File: src/rtl/move_flipper.sv
// move_flipper: places the mover's piece, then walks each capturing direction
// and flips opponent pieces on gameboardRAM until its own piece is reached.
module move_flipper #(
  parameter int RD_LAT = 1,
  parameter int MAX_WALK = 7
) (
  input  logic       clock,
  input  logic       reset,
  input  logic       start,
  input  logic [6:0] s_addr_in,
  input  logic       player,
  input  logic [7:0] dir_mask,
  output logic       busy,
  output logic       done_o,
  output logic       err_o,
  output logic [4:0] flip_count,
  output logic [6:0] addr_out,
  output logic [1:0] data_out,
  output logic       wren_o,
  input  logic [1:0] data_in
);
  localparam logic [2:0] IDLE = 3'd0, PLACE = 3'd1, NEXT_DIR = 3'd2, STEP = 3'd3,
                         WAIT = 3'd4, EVAL = 3'd5, WRITE = 3'd6, DONE = 3'd7;
  logic [2:0] state, dir, low;
  logic [6:0] origin, cursor;
  logic       pl;
  logic [7:0] mask, step, wcnt;
  logic [3:0] dr, dc, nr, nc;
  logic [1:0] colour, opp;
  always_comb begin
    colour = pl ? 2'b10 : 2'b01;
    opp = pl ? 2'b01 : 2'b10;
    low = 3'd0;
    for (int i = 7; i >= 0; i--)
      if (mask[i]) low = 3'(i);
    dr = (dir == 3'd0 || dir == 3'd1 || dir == 3'd7) ? 4'hf :
         (dir == 3'd3 || dir == 3'd4 || dir == 3'd5) ? 4'h1 : 4'h0;
    dc = (dir == 3'd1 || dir == 3'd2 || dir == 3'd3) ? 4'h1 :
         (dir == 3'd5 || dir == 3'd6 || dir == 3'd7) ? 4'hf : 4'h0;
    nr = {1'b0, cursor[5:3]} + dr;
    nc = {1'b0, cursor[2:0]} + dc;
  end
  // Outputs decode straight from state so reset removes wren_o immediately.
  assign busy = state != IDLE && state != DONE;
  assign done_o = state == DONE;
  assign wren_o = state == PLACE || state == WRITE;
  assign addr_out = cursor;
  assign data_out = wren_o ? colour : 2'b00;
  always_ff @(posedge clock or posedge reset) begin
    if (reset) begin
      state <= IDLE;
      dir <= '0;
      origin <= '0;
      cursor <= '0;
      pl <= 1'b0;
      mask <= '0;
      step <= '0;
      wcnt <= '0;
      flip_count <= '0;
      err_o <= 1'b0;
    end else begin
      case (state)
        IDLE: if (start) begin
          origin <= s_addr_in;
          cursor <= s_addr_in;
          pl <= player;
          mask <= dir_mask;
          flip_count <= '0;
          err_o <= s_addr_in[6];
          state <= s_addr_in[6] ? DONE : PLACE;
        end
        PLACE: state <= NEXT_DIR;
        NEXT_DIR: if (mask == 8'h00) state <= DONE;
        else begin
          dir <= low;
          mask[low] <= 1'b0;
          cursor <= origin;
          step <= '0;
          state <= STEP;
        end
        // Bit 3 of the 4-bit sums flags both -1 and 8, so edges never wrap.
        STEP: if (nr[3] || nc[3] || step == 8'(MAX_WALK)) begin
          err_o <= 1'b1;
          state <= NEXT_DIR;
        end else begin
          cursor <= {1'b0, nr[2:0], nc[2:0]};
          wcnt <= '0;
          state <= WAIT;
        end
        WAIT: if (wcnt == 8'(RD_LAT - 1)) state <= EVAL;
        else wcnt <= wcnt + 8'd1;
        EVAL: if (data_in == opp) state <= WRITE;
        else begin
          err_o <= err_o | (data_in != colour);
          state <= NEXT_DIR;
        end
        WRITE: begin
          flip_count <= flip_count + 5'd1;
          step <= step + 8'd1;
          state <= STEP;
        end
        default: state <= IDLE;
      endcase
    end
  end
endmodule
File: config.mk
export PLATFORM = sky130hd
export DESIGN_NAME = move_flipper
export DESIGN_NICKNAME = d
export VERILOG_FILES = /design/src/rtl/move_flipper.sv
export SDC_FILE = /design/constraint.sdc
export NUM_CORES = 1
export LEC_CHECK = 0
export CORE_MARGIN = 2
export CORE_UTILIZATION = 50
export CTS_CLUSTER_SIZE = 8
export DETAILED_ROUTE_END_ITERATION = 10
export PLACE_DENSITY = 0.76
export SKIP_CTS_REPAIR_TIMING = 1
export SLEW_MARGIN = 20
export SYNTH_ARGS = -nofsm -noshare
export SYNTH_HDL_FRONTEND = slang
export SYNTH_SLANG_ARGS = --single-unit
export TNS_END_PERCENT = 20
File: constraint.sdc
create_clock -name clock -period 2.4 [get_ports clock]
set_clock_uncertainty 0.2 [all_clocks]
set_input_delay 0.36 -clock clock [delete_from_list [all_inputs] [get_ports clock]]
set_output_delay 0.36 -clock clock [all_outputs]
set_load 0.01 [all_outputs]
# Word level (Yosys, flattened, before mapping)
# Index checks and enable logic that the tools add are counted.
[word_totals]
register_bits = 51
input_bits = 21
output_inout_bits = 18
wordCells = 121
[classes]
addsub = 5
order_cmp = 2
eq_ne = 25
n_mux = 42
bitwise = 4
reduce_logical = 33
[op_table]
columns = ["cell", "count"]
rows = [
  ["one-hot mux 8 bit (2 select lines)", 3],
  ["2-to-1 mux 3 bit", 14],
  ["2-to-1 mux 8 bit", 5],
  ["== test 3 bit (second input constant)", 8],
  ["2-to-1 mux 7 bit", 3],
  ["one-hot mux 3 bit (7 select lines)", 1],
  ["one-hot mux 7 bit (3 select lines)", 1],
  ["adder 8 x 1 -> 8 bit (second input constant)", 2],
  ["logical NOT 8 bit", 2],
  ["!= test 2 bit (second input constant)", 7],
  ["== test 3 x 2 -> 1 bit (second input constant)", 4],
  ["2-to-1 mux 4 bit", 3],
  ["logical OR 1 bit", 11],
  ["one-hot mux 5 bit (2 select lines)", 1],
  ["AND reduction 2 bit", 5],
  ["nonzero test 3 bit", 3],
  ["adder 3 x 4 -> 4 bit", 2],
  ["bitwise AND 8 bit", 1],
  ["== test 8 x 3 -> 1 bit (second input constant)", 1],
  ["inverter 8 bit", 1],
  ["AND reduction 4 bit", 2],
  ["nonzero test 2 bit", 4],
  ["== test 3 x 1 -> 1 bit (second input constant)", 2],
  ["logical NOT 3 bit", 2],
  ["other kinds (15)", 23],
]

# Logic depth before layout (Yosys ltp)
# Gate-level depths: netlist (run 1).
[logic_depth]
depth_word = 16
mapped_depth = 9
mapped_depth_nobuf = 9

# Least setup slack after synthesis (run 1)
# No wires, ideal clock.
[synth_path]
kind = "register to register"
start = "register dir[1]"
end = "register cursor[0] (netlist: addr_out[0])"
setup_ps = 125
arrival_time_ps = 2105
path_slack_ps = -30
stages_incl_launch_ff = 9
path_buffers = 1
period_less_slack_ps = 2430
cell_sequence = "dfrtp_1 -> o21ai_2 -> ha_1 -> a21o_1 -> a21oi_1 -> xnor2_1 -> o31a_4 -> buf_12 -> mux2_4"
[synth_via]
elab_chain_len = 10
[synth_rtl]
columns = ["element", "line", "rtl"]
rows = [
  ["start: declaration", "24", "logic [2:0] state, dir, low;"],
  ["start signal: assignment", "75", "dir <= low;"],
  ["== test 3 x 2 -> 1 bit (tied with other cells)", "37, 38", ""],
  ["logical OR 1 bit (on tied branches) (2 in series)", "37, 39", ""],
  ["2-to-1 mux 1 bit or 2-to-1 mux 4 bit (tied branches)", "37, 39", ""],
  ["2-to-1 mux 4 bit (on tied branches)", "36, 38", ""],
  ["adder 3 x 4 -> 4 bit (on tied branches)", "40, 41", ""],
  ["logical OR 1 bit (2 in series)", "82", "STEP: if (nr[3] || nc[3] || step == 8'(MAX_WALK)) begin"],
  ["!= test 2 bit (no line)", "-", ""],
  ["AND reduction 4 bit (no line)", "-", ""],
  ["end signal: assignment", "65", "cursor <= s_addr_in;"],
  ["end signal: assignment", "77", "cursor <= origin;"],
  ["end signal: assignment", "86", "cursor <= {1'b0, nr[2:0], nc[2:0]};"],
  ["end: declaration", "25", "logic [6:0] origin, cursor;"],
]
# Several ways; a longest one is shown, not always the timed one. The select of a mux whose other input is x is not followed.
# A chain may end at the register's enable or synchronous reset.

# Worst setup path after layout (run 1)
[layout_path]
start = "register dir[1]"
end = "register cursor[6] (netlist: addr_out[6])"
[layout_via]
elab_chain_len = 10
[layout_rtl]
columns = ["element", "line"]
rows = [
  ["== test 3 x 2 -> 1 bit (tied with other cells)", "37, 38"],
  ["logical OR 1 bit (on tied branches) (2 in series)", "37, 39"],
  ["2-to-1 mux 1 bit or 2-to-1 mux 4 bit (tied branches)", "37, 39"],
  ["2-to-1 mux 4 bit (on tied branches)", "36, 38"],
  ["adder 3 x 4 -> 4 bit (on tied branches)", "40, 41"],
  ["logical OR 1 bit * (2 in series)", "82"],
  ["!= test 2 bit (no line) *", "-"],
  ["AND reduction 4 bit (no line) *", "-"],
]
# Mark *: on every way between the ends. The rest lies on a longest branch, timed or not.

==> results of run 1 <==
==> Yosys cell counts (all sizes together), types with 3 or more instances <==
cell,number
xor2,5
a22o,4
clkbuf,8
nor2,26
or3,3
inv,12
mux2,6
nor3,4
nand2,51
o21ai,33
nand2b,6
a31oi,7
nand3,11
nand4,3
buf,5
and2,3
ha,10
and3,4
xnor2,4
nor2b,5
mux2i,6
a21oi,13
a21o,4
dfrtp,51
==> flip-flops by register name (all words and copies together) (netlist names) <==
signal and flops:
mask 8, step 8, wcnt 8, addr_out 7, origin 7, flip_count 5
dir 3, state 3, err_o 1, pl 1
==> worst min path at each step <==
stage	slack [ns]	end	cells past startpoint	from
finish	0.21	addr_out[1]	2	reset
global route	0.26	addr_out[1]	2	reset
CTS	0.22	addr_out[1]	2	reset
detailed placement	0.26	origin[6]	2	origin[6]
global placement	0.26	origin[6]	2	origin[6]
floorplan	0.24	origin[0]	2	origin[0]
==> power groups by stage <==
stage                     Clock (mW)  Sequential (mW)  Combinational, mW
after global routing           0.585             1.49               3.37
after floorplan                    0             1.39               2.10
after CTS                      0.547             1.44               2.90
final                          0.531             1.45               3.09
after detailed placement           0             1.46               2.89
after global placement             0             1.45               2.79
==> routing by layer <==
layer  vias to the layer above  global-route usage [%]
met1                      1208                    29.1
met2                        68                    36.7
li1                       1258                       -
met3                        11                    4.44
met5                         -                       0
met4                         0                    5.59
==> worst max-delay path, delay by kind of cell (launching register included) <==
| kind | cells | cell delay, ns |
|---|---|---|
| fa+ha+maj | 1 | 0.31 |
| simple gates | 1 | 0.12 |
| buf+inv | 1 | 0.15 |
| compound gates | 3 | 0.68 |
| mux | 1 | 0.31 |
| flops | 1 | 0.44 |
| xor+xnor | 1 | 0.10 |
==> final cells by class <==
type                    count  area, µm²
fillers                   488       2110
clock inverters             2       16.3
multi-input cells         244       1620
well taps                  75       93.8
clock buffers               6       82.6
inverters                  13       48.8
repair buffers             65        596
flip-flops and latches     51       1280
==> cells by family after synthesis <==
kind of cell / count (synthesis) / share of synthesized area (%)
AO/OA/AOI/OAI: 82 / 18.2
XOR/XNOR: 9 / 2.63
adder cells (fa/ha/maj): 11 / 4.85
buffers and inverters: 26 / 4.81
flip-flops: 51 / 42.6
multiplexers: 12 / 5.02
AND/OR/NAND/NOR: 130 / 21.8
==> stage by stage <==
stage / hold slack (ns) / util [%] / TNS (ns) / cell area, µm²
detailed placement: 0.263 / 60.7 / -0.0437 / 3550
global placement: 0.262 / 60.7 / 0 / 3550
CTS: 0.223 / 62.4 / -0.417 / 3650
finish: 0.208 / 63.9 / -0.197 / 3740
floorplan: 0.245 / - / -0.0899 / 2990
global route: 0.256 / 63.9 / -1.35 / 3740
==> results.md, run 1 <==
- Static leakage: 1.71 nW
- HPWL after DPL: 5030 µm
- Failing checks: setup timing
- Switching part of the total: 41.1%
- Async SR Flop Fraction: 100%
- Comb power frac: 60.9%
- Vias/cell: 5.58
- Worst hold path type: in -> async
- I/O pin total: 39
- Sequential fraction of the synthesis area: 42.6%
- Number of synthesized flops with an enable pin: 0
- Slack of the critical path: -0.0324 ns
- Peak supply drop: 659 µV
- Final Hold Violating Endpoints: 0
- Distinct cell type count after synthesis: 64
- Synth top area share: 42.6%
- Yosys warning total: 0
- Most frequent cells in the layout: 51 x nand2_1, 48 x dfrtp_1, 37 x clkdlybuf4s50_1
- RR Startpoint: dir[1]
- Via count: 2,545
- Required time worst endpoint: 2.39 ns
- DR WL met3: 354 µm
- # clock sinks: 51
- Grt total ovfl: 0
- Slew Viols, Final: 0
- Initial antenna violation count: 0
- RePlAce Congestion: 0.821
- Die outline area: 6620 µm²
- Share of cells above drive strength 1: 18.6%
- Most used DFF post-synth: dfrtp_1
- Top Layer Used: met4
- Final WL: 6950 µm
- Slowest stage cell on the critical path: dfrtp_1
- Pwr Density: 1360 nW/µm²
- Max Fanout on Critical Path: 7
- Met1 wire length: 3170 µm
- CP arrival: 2.42 ns
- Psw: 2.08 mW
- R2R setup slack: -0.03 ns
- DP Worst Slack: -0.0437 ns
- DRT iter0 DRCs: 177
- FF+latch count, synth: 51
- Cts bufs inserted: 5
- H-tree depth: 2
- Commonest non-fill, non-tap cell in the layout: nand2_1
- Core ar.: 5850 µm²
- Vias in the first global route: 2,404
- Clock transition at the registers of the reported paths: 0.10 ns
- First-pass GRT wire length: 11,300 µm
- Register-to-Register Path Depth: 8
- Rel. slew slack: 62.4%
- Post-Syn Area: 2990 µm²
- Area Growth Syn to Fin: 24.9%
- Reg-to-Reg End: addr_out[6]
- CTS tree: done
- CTS root buffer: clkbuf_8
- Avg Cell Area, Syn: 9.32 µm²
- Die Width: 81.4 µm
- WL met2: 3320 µm
- Initial Util: 51.2%
- Post-Syn Instances: 321
- Dpl cells: 443
- Filler-free cell count of the finished design: 456
- # DRC: 0
- P_int: 2.98 mW
- Worst-margin pin slew: 0.549 ns
- Final min period: 2.43 ns
- Area contributors post-synth: dfrtp_1 43%, nand2_1 6.4%, o21ai_0 5.2%, ha_1 4.2%, nor2_1 3.3%
- CP endpoint kind: flop
- CTS max path bufs: 2
- Clock Latency Late Sink: 0.31 ns
- Critical path's largest stage delay: 0.44 ns
- Crit path capture: addr_out[6]
- Final cycle utilization of the critical path: 101%
- WS Path Type: reg -> reg
- RSZ-0062 raised after global routing: yes
- Register share of total power: 28.6%
- # Max-Cap Violations: 0
- FP Rows: 28
- Antenna-violating nets left: 0
- DR pass1 iterations: 4
- Ant diodes: 0
- CP startpoint: dir[1]
- CP Cell Sequence: nand3_1, o21ai_2, buf_4, ha_1, a21oi_2, xnor2_2, o31a_4, mux2_4
- Pwr Total: 5.06 mW
- Startpoint Class: flop
- Max Clk Rate: 411 MHz
- Die height: 81.4 µm
- Largest net degree at the start of global routing: 28
- Clock power share: 10.5%
- Final nets: 412
- Port bufs: 38
- Area leader, netlist: dfrtp_1
- Gr usage total: 22.0%
- Run status: complete, but fails checks
- Post-Synthesis Net Count: 353
- Post-DR wirelength/cell: 15.2 µm
- # setup viols final: 7
Power figures use the tool's default switching activity.
==> run 2: changes to the inputs <==
--- a/config.mk
+++ b/config.mk
@@ -5,11 +5,11 @@
 export SDC_FILE = /design/constraint.sdc
 export NUM_CORES = 1
 export LEC_CHECK = 0
-export CORE_MARGIN = 2
-export CORE_UTILIZATION = 50
+export CORE_MARGIN = 5
+export CORE_UTILIZATION = 58
 export CTS_CLUSTER_SIZE = 8
 export DETAILED_ROUTE_END_ITERATION = 10
-export PLACE_DENSITY = 0.76
+export PLACE_DENSITY = 0.83
 export SKIP_CTS_REPAIR_TIMING = 1
 export SLEW_MARGIN = 20
 export SYNTH_ARGS = -nofsm -noshare
==> constraint.sdc (replaced) <==
create_clock -name clock -period 3.05 [get_ports clock]
set_clock_uncertainty 0.2 [all_clocks]
set_input_delay 0.4575 -clock clock [delete_from_list [all_inputs] [get_ports clock]]
set_output_delay 0.4575 -clock clock [all_outputs]
set_load 0.01 [all_outputs]
==> results.md, run 2 (synthesis gave the netlist of run 1 again) <==
- Clock power share: 10.7%
- Final nets: 395
- Most frequent cells in the layout: 51 x nand2_1, 51 x dfrtp_1, 38 x clkdlybuf4s50_1
- Run status: finished clean
- Peak supply drop: 617 µV
- Register share of total power: 31.4%
- Die outline area: 6700 µm²
- CTS max path bufs: 2
- Total area of sequential cells: 1280 µm²
- Clock Latency Late Sink: 0.31 ns
- CTS tree: done
- Switching part of the total: 42.4%
- DR pass1 iterations: 4
- P_int: 2.12 mW
- Hold Path Depth: 2
- Setup TNS: 0 ns
- Share of cells above drive strength 1: 11.5%
- Cell Area, Placed: 3450 µm²
- RePlAce Congestion: 0.864
- Biggest regs: mask: 8 flops, step: 8 flops, wcnt: 8 flops
- # setup viols final: 0
- Final Hold Violating Endpoints: 0
- CTS root buffer: clkbuf_8
- CP endpoint kind: output port
- Vias/cell: 5.85
- Worst hold path type: reg -> reg
- Psw: 1.56 mW
- Ant diodes: 0
- Via count: 2,537
- Comb power frac: 58.0%
- Worst-margin pin slew: 0.645 ns
- H-tree depth: 2
- HPWL after DPL: 5080 µm
- Slew Viols, Final: 0
- Design area: 3540 µm²
- # DRC: 0
- Register-to-Register Path Depth: 7
- Required time worst endpoint: 2.39 ns
- Clock transition at the registers of the reported paths: 0.09 ns
- Max Fanout on Critical Path: 13
- First-pass GRT wire length: 11,300 µm
- Fillers: 413
- I/O pin total: 39
- Gr usage total: 22.1%
- # Max-Cap Violations: 0
- FP Rows: 26
- Rel. slew slack: 56.5%
- CP arrival: 1.98 ns
- Core ar.: 5070 µm²
- Largest net degree at the start of global routing: 27
- Static leakage: 1.59 nW
- Die height: 81.8 µm
- Pwr Density: 1040 nW/µm²
- RSZ-0062 raised after global routing: no
- Initial Util: 59.0%
- Vias in the first global route: 2,408
- WS Path Type: reg -> out
- Final WL: 6830 µm
- Max Clk Rate: 379 MHz
- Multi-input gate area: 1570 µm²
- Post-DR wirelength/cell: 15.7 µm
- Initial antenna violation count: 0
- Antenna-violating nets left: 0
- DRT iter0 DRCs: 201
- Cts bufs inserted: 5
- Grt total ovfl: 0
- Final min period: 2.64 ns
- # clock sinks: 51
- Final cycle utilization of the critical path: 86.6%
- Port bufs: 38
- Startpoint Class: flop
- Area Growth Syn to Fin: 18.4%
- Die Width: 81.8 µm
-- run 2: per-stage QoR --
stage	setup slack [ns]	util (%)	power, mW	instances	hold WS, ns
4_1_cts	0.420	69.8	3.68	434	0.289
2_1_floorplan	0.620	-	2.75	321	0.245
5_1_grt	0.308	69.8	3.96	434	0.324
3_5_place_dp	0.551	68.0	3.28	426	0.267
6_report	0.408	69.8	3.69	434	0.295
3_3_place_gp	0.607	68.0	3.20	426	0.265
-- run 2: path summary, 6_finish.rpt --
check	from	endpoint	slack, ns
max	state[2]	data_out[1]	0.41
min	origin[5]	origin[5]	0.30
max reg2reg	dir[1]	addr_out[5]	0.53
min reg2reg	origin[5]	origin[5]	0.30
max in group asynchronous	reset	pl	1.79
min in group asynchronous	reset	flip_count[0]	0.32
-- run 2: critical path, cell delays in order (launching register included) --
cell	delay (ns)
dfrtp_1	0.63
nand2_1	0.13
nor2_1	0.14
a21oi_1	0.09
nor2b_1	0.14
clkdlybuf4s50_1	0.55
-- run 2: power groups by stage --
stage	sequential, mW	combinational (mW)	clock [mW]
after global routing	1.19	2.34	0.430
after floorplan	1.10	1.66	0
after CTS	1.15	2.14	0.398
final	1.16	2.14	0.393
after global placement	1.15	2.05	0
after detailed placement	1.16	2.12	0
-- run 2: metal layers --
layer	global-route usage (%)	part of all wire (%)
met5	0	0
met2	35.9	47
met4	8.64	2.5
met3	4.93	5.3
met1	28.8	45
-- run 2: final cells by class --
type | count | share of cell area [%]
Inverter | 13 | 1.38
Clock buffer | 5 | 1.94
Clock inverter | 3 | 0.565
Timing Repair Buffer | 48 | 13.2
Multi-Input combinational cell | 244 | 44.4
Tap cell | 70 | 2.47
Sequential cell | 51 | 36.0
==> run 3: changes to the inputs <==
--- a/config.mk
+++ b/config.mk
@@ -5,7 +5,7 @@
 export SDC_FILE = /design/constraint.sdc
 export NUM_CORES = 1
 export LEC_CHECK = 0
-export CORE_MARGIN = 5
+export CORE_MARGIN = 1
 export CORE_UTILIZATION = 58
 export CTS_CLUSTER_SIZE = 8
 export DETAILED_ROUTE_END_ITERATION = 10
==> results.md, run 3 (synthesis gave the netlist of run 1 again) <==
- Filler-free cell count of the finished design: 432
- DRT iter0 DRCs: 142
- Worst-margin pin slew: 0.613 ns
- Dpl cells: 425
- Largest net degree at the start of global routing: 27
- Most frequent cells in the layout: 51 x nand2_1, 51 x dfrtp_1, 38 x clkdlybuf4s50_1
- R2R setup slack: 0.50 ns
- Slack of the critical path: 0.326 ns
- First-pass GRT wire length: 11,100 µm
- # Max-Cap Violations: 0
- Clock transition at the registers of the reported paths: 0.09 ns
- Clock Latency Late Sink: 0.30 ns
- Worst hold path type: reg -> reg
- DP Worst Slack: 0.524 ns
- Max Fanout on Critical Path: 9
- Cts bufs inserted: 5
- HPWL after DPL: 4820 µm
- Die outline area: 5450 µm²
- Final cycle utilization of the critical path: 89.3%
- Pwr Density: 1060 nW/µm²
- Post-DR wirelength/cell: 15.5 µm
- Fin Hold WS: 0.279 ns
- Final Hold Violating Endpoints: 0
- Via count: 2,526
- Area Growth Syn to Fin: 18.8%
- I/O pin total: 39
- Final core occ: 73.3%
- Register-to-Register Path Depth: 7
- Min-delay src: step[7]
- CTS root buffer: clkbuf_8
- Grt total ovfl: 0
- Cell Area, Placed: 3450 µm²
- CTS max path bufs: 2
- DR pass1 iterations: 4
- Vias/cell: 5.85
- Design area: 3550 µm²
- Initial antenna violation count: 0
- Final min period: 2.72 ns
- RSZ-0062 raised after global routing: no
- CP endpoint kind: output port
- RePlAce Congestion: 0.863
- Share of cells above drive strength 1: 11.5%
- Initial Util: 61.7%
- Static leakage: 1.61 nW
- CP arrival: 2.07 ns
- Vias in the first global route: 2,399
- Rel. slew slack: 59.1%
- Antenna-violating nets left: 0
- Reg-to-Reg End: addr_out[5]
- # setup viols final: 0
- Core ar.: 4850 µm²
- CP startpoint: state[0]
- Biggest regs: mask: 8 flops, step: 8 flops, wcnt: 8 flops
- H-tree depth: 2
- # clock sinks: 51
- Die height: 73.8 µm
- Slew Viols, Final: 0
- WHS Endpoint: step[7]
- FP Rows: 25
- Required time worst endpoint: 2.39 ns
- Peak supply drop: 688 µV
- WS Path Type: reg -> out
- Final nets: 397
- Hold Path Depth: 1
- Port bufs: 38
- Max Clk Rate: 367 MHz
- Final WL: 6690 µm
- Setup TNS: 0 ns
- Pwr Total: 3.76 mW
- Ant diodes: 0
- Startpoint Class: flop
- Run status: finished clean
- CTS tree: done
- Die Width: 73.8 µm
- Gr usage total: 27.1%
- # DRC: 0
- RR Startpoint: dir[1]
-- run 3: cell types whose count changed in the layout (fill, tap and decap cells not counted), sizes merged --
cell,before,now
buf,10,12
bufinv,0,1
clkbuf,5,6
clkinv,2,1
clkinvlp,2,0
-- run 3: report_power, final --
part	switching, mW	internal, mW
logic	1.10	1.08
registers	0.229	0.894
clock network	0.215	0.241
total	1.55	2.22
-- run 3: worst max-delay path, cell delays in order, from the launching register on --
cell,delay (ns)
dfrtp_1,0.42
nor2_1,0.48
a21oi_1,0.18
nor2b_1,0.15
clkdlybuf4s50_1,0.54
-- run 3: cell type report --
class	count	area [µm²]
Inverter	13	48.8
Fill cell	374	1290
Tap cell	67	83.8
Multi-Input combinational cell	244	1570
Clock inverter	1	30.0
Timing Repair Buffer	50	470
Clock buffer	6	72.6
Sequential cell	51	1280
-- run 3: worst max path at each step --
| stage | end | cells past startpoint | slack (ns) |
|---|---|---|---|
| final | data_out[1] | 4 | 0.33 |
| after detailed placement | addr_out[5] | 7 | 0.52 |
| after global placement | addr_out[6] | 7 | 0.61 |
| after global routing | data_out[1] | 4 | 0.14 |
| after floorplan | addr_out[0] | 8 | 0.62 |
| after CTS | data_out[1] | 4 | 0.33 |
-- run 3: per-layer routing --
metal,wire (µm),vias to the layer above,GRT usage [%]
met5,0,-,0
met4,156,0,12.8
met3,179,16,3.70
met2,3280,60,45.8
met1,3080,1230,34.3
li1,-,1220,-
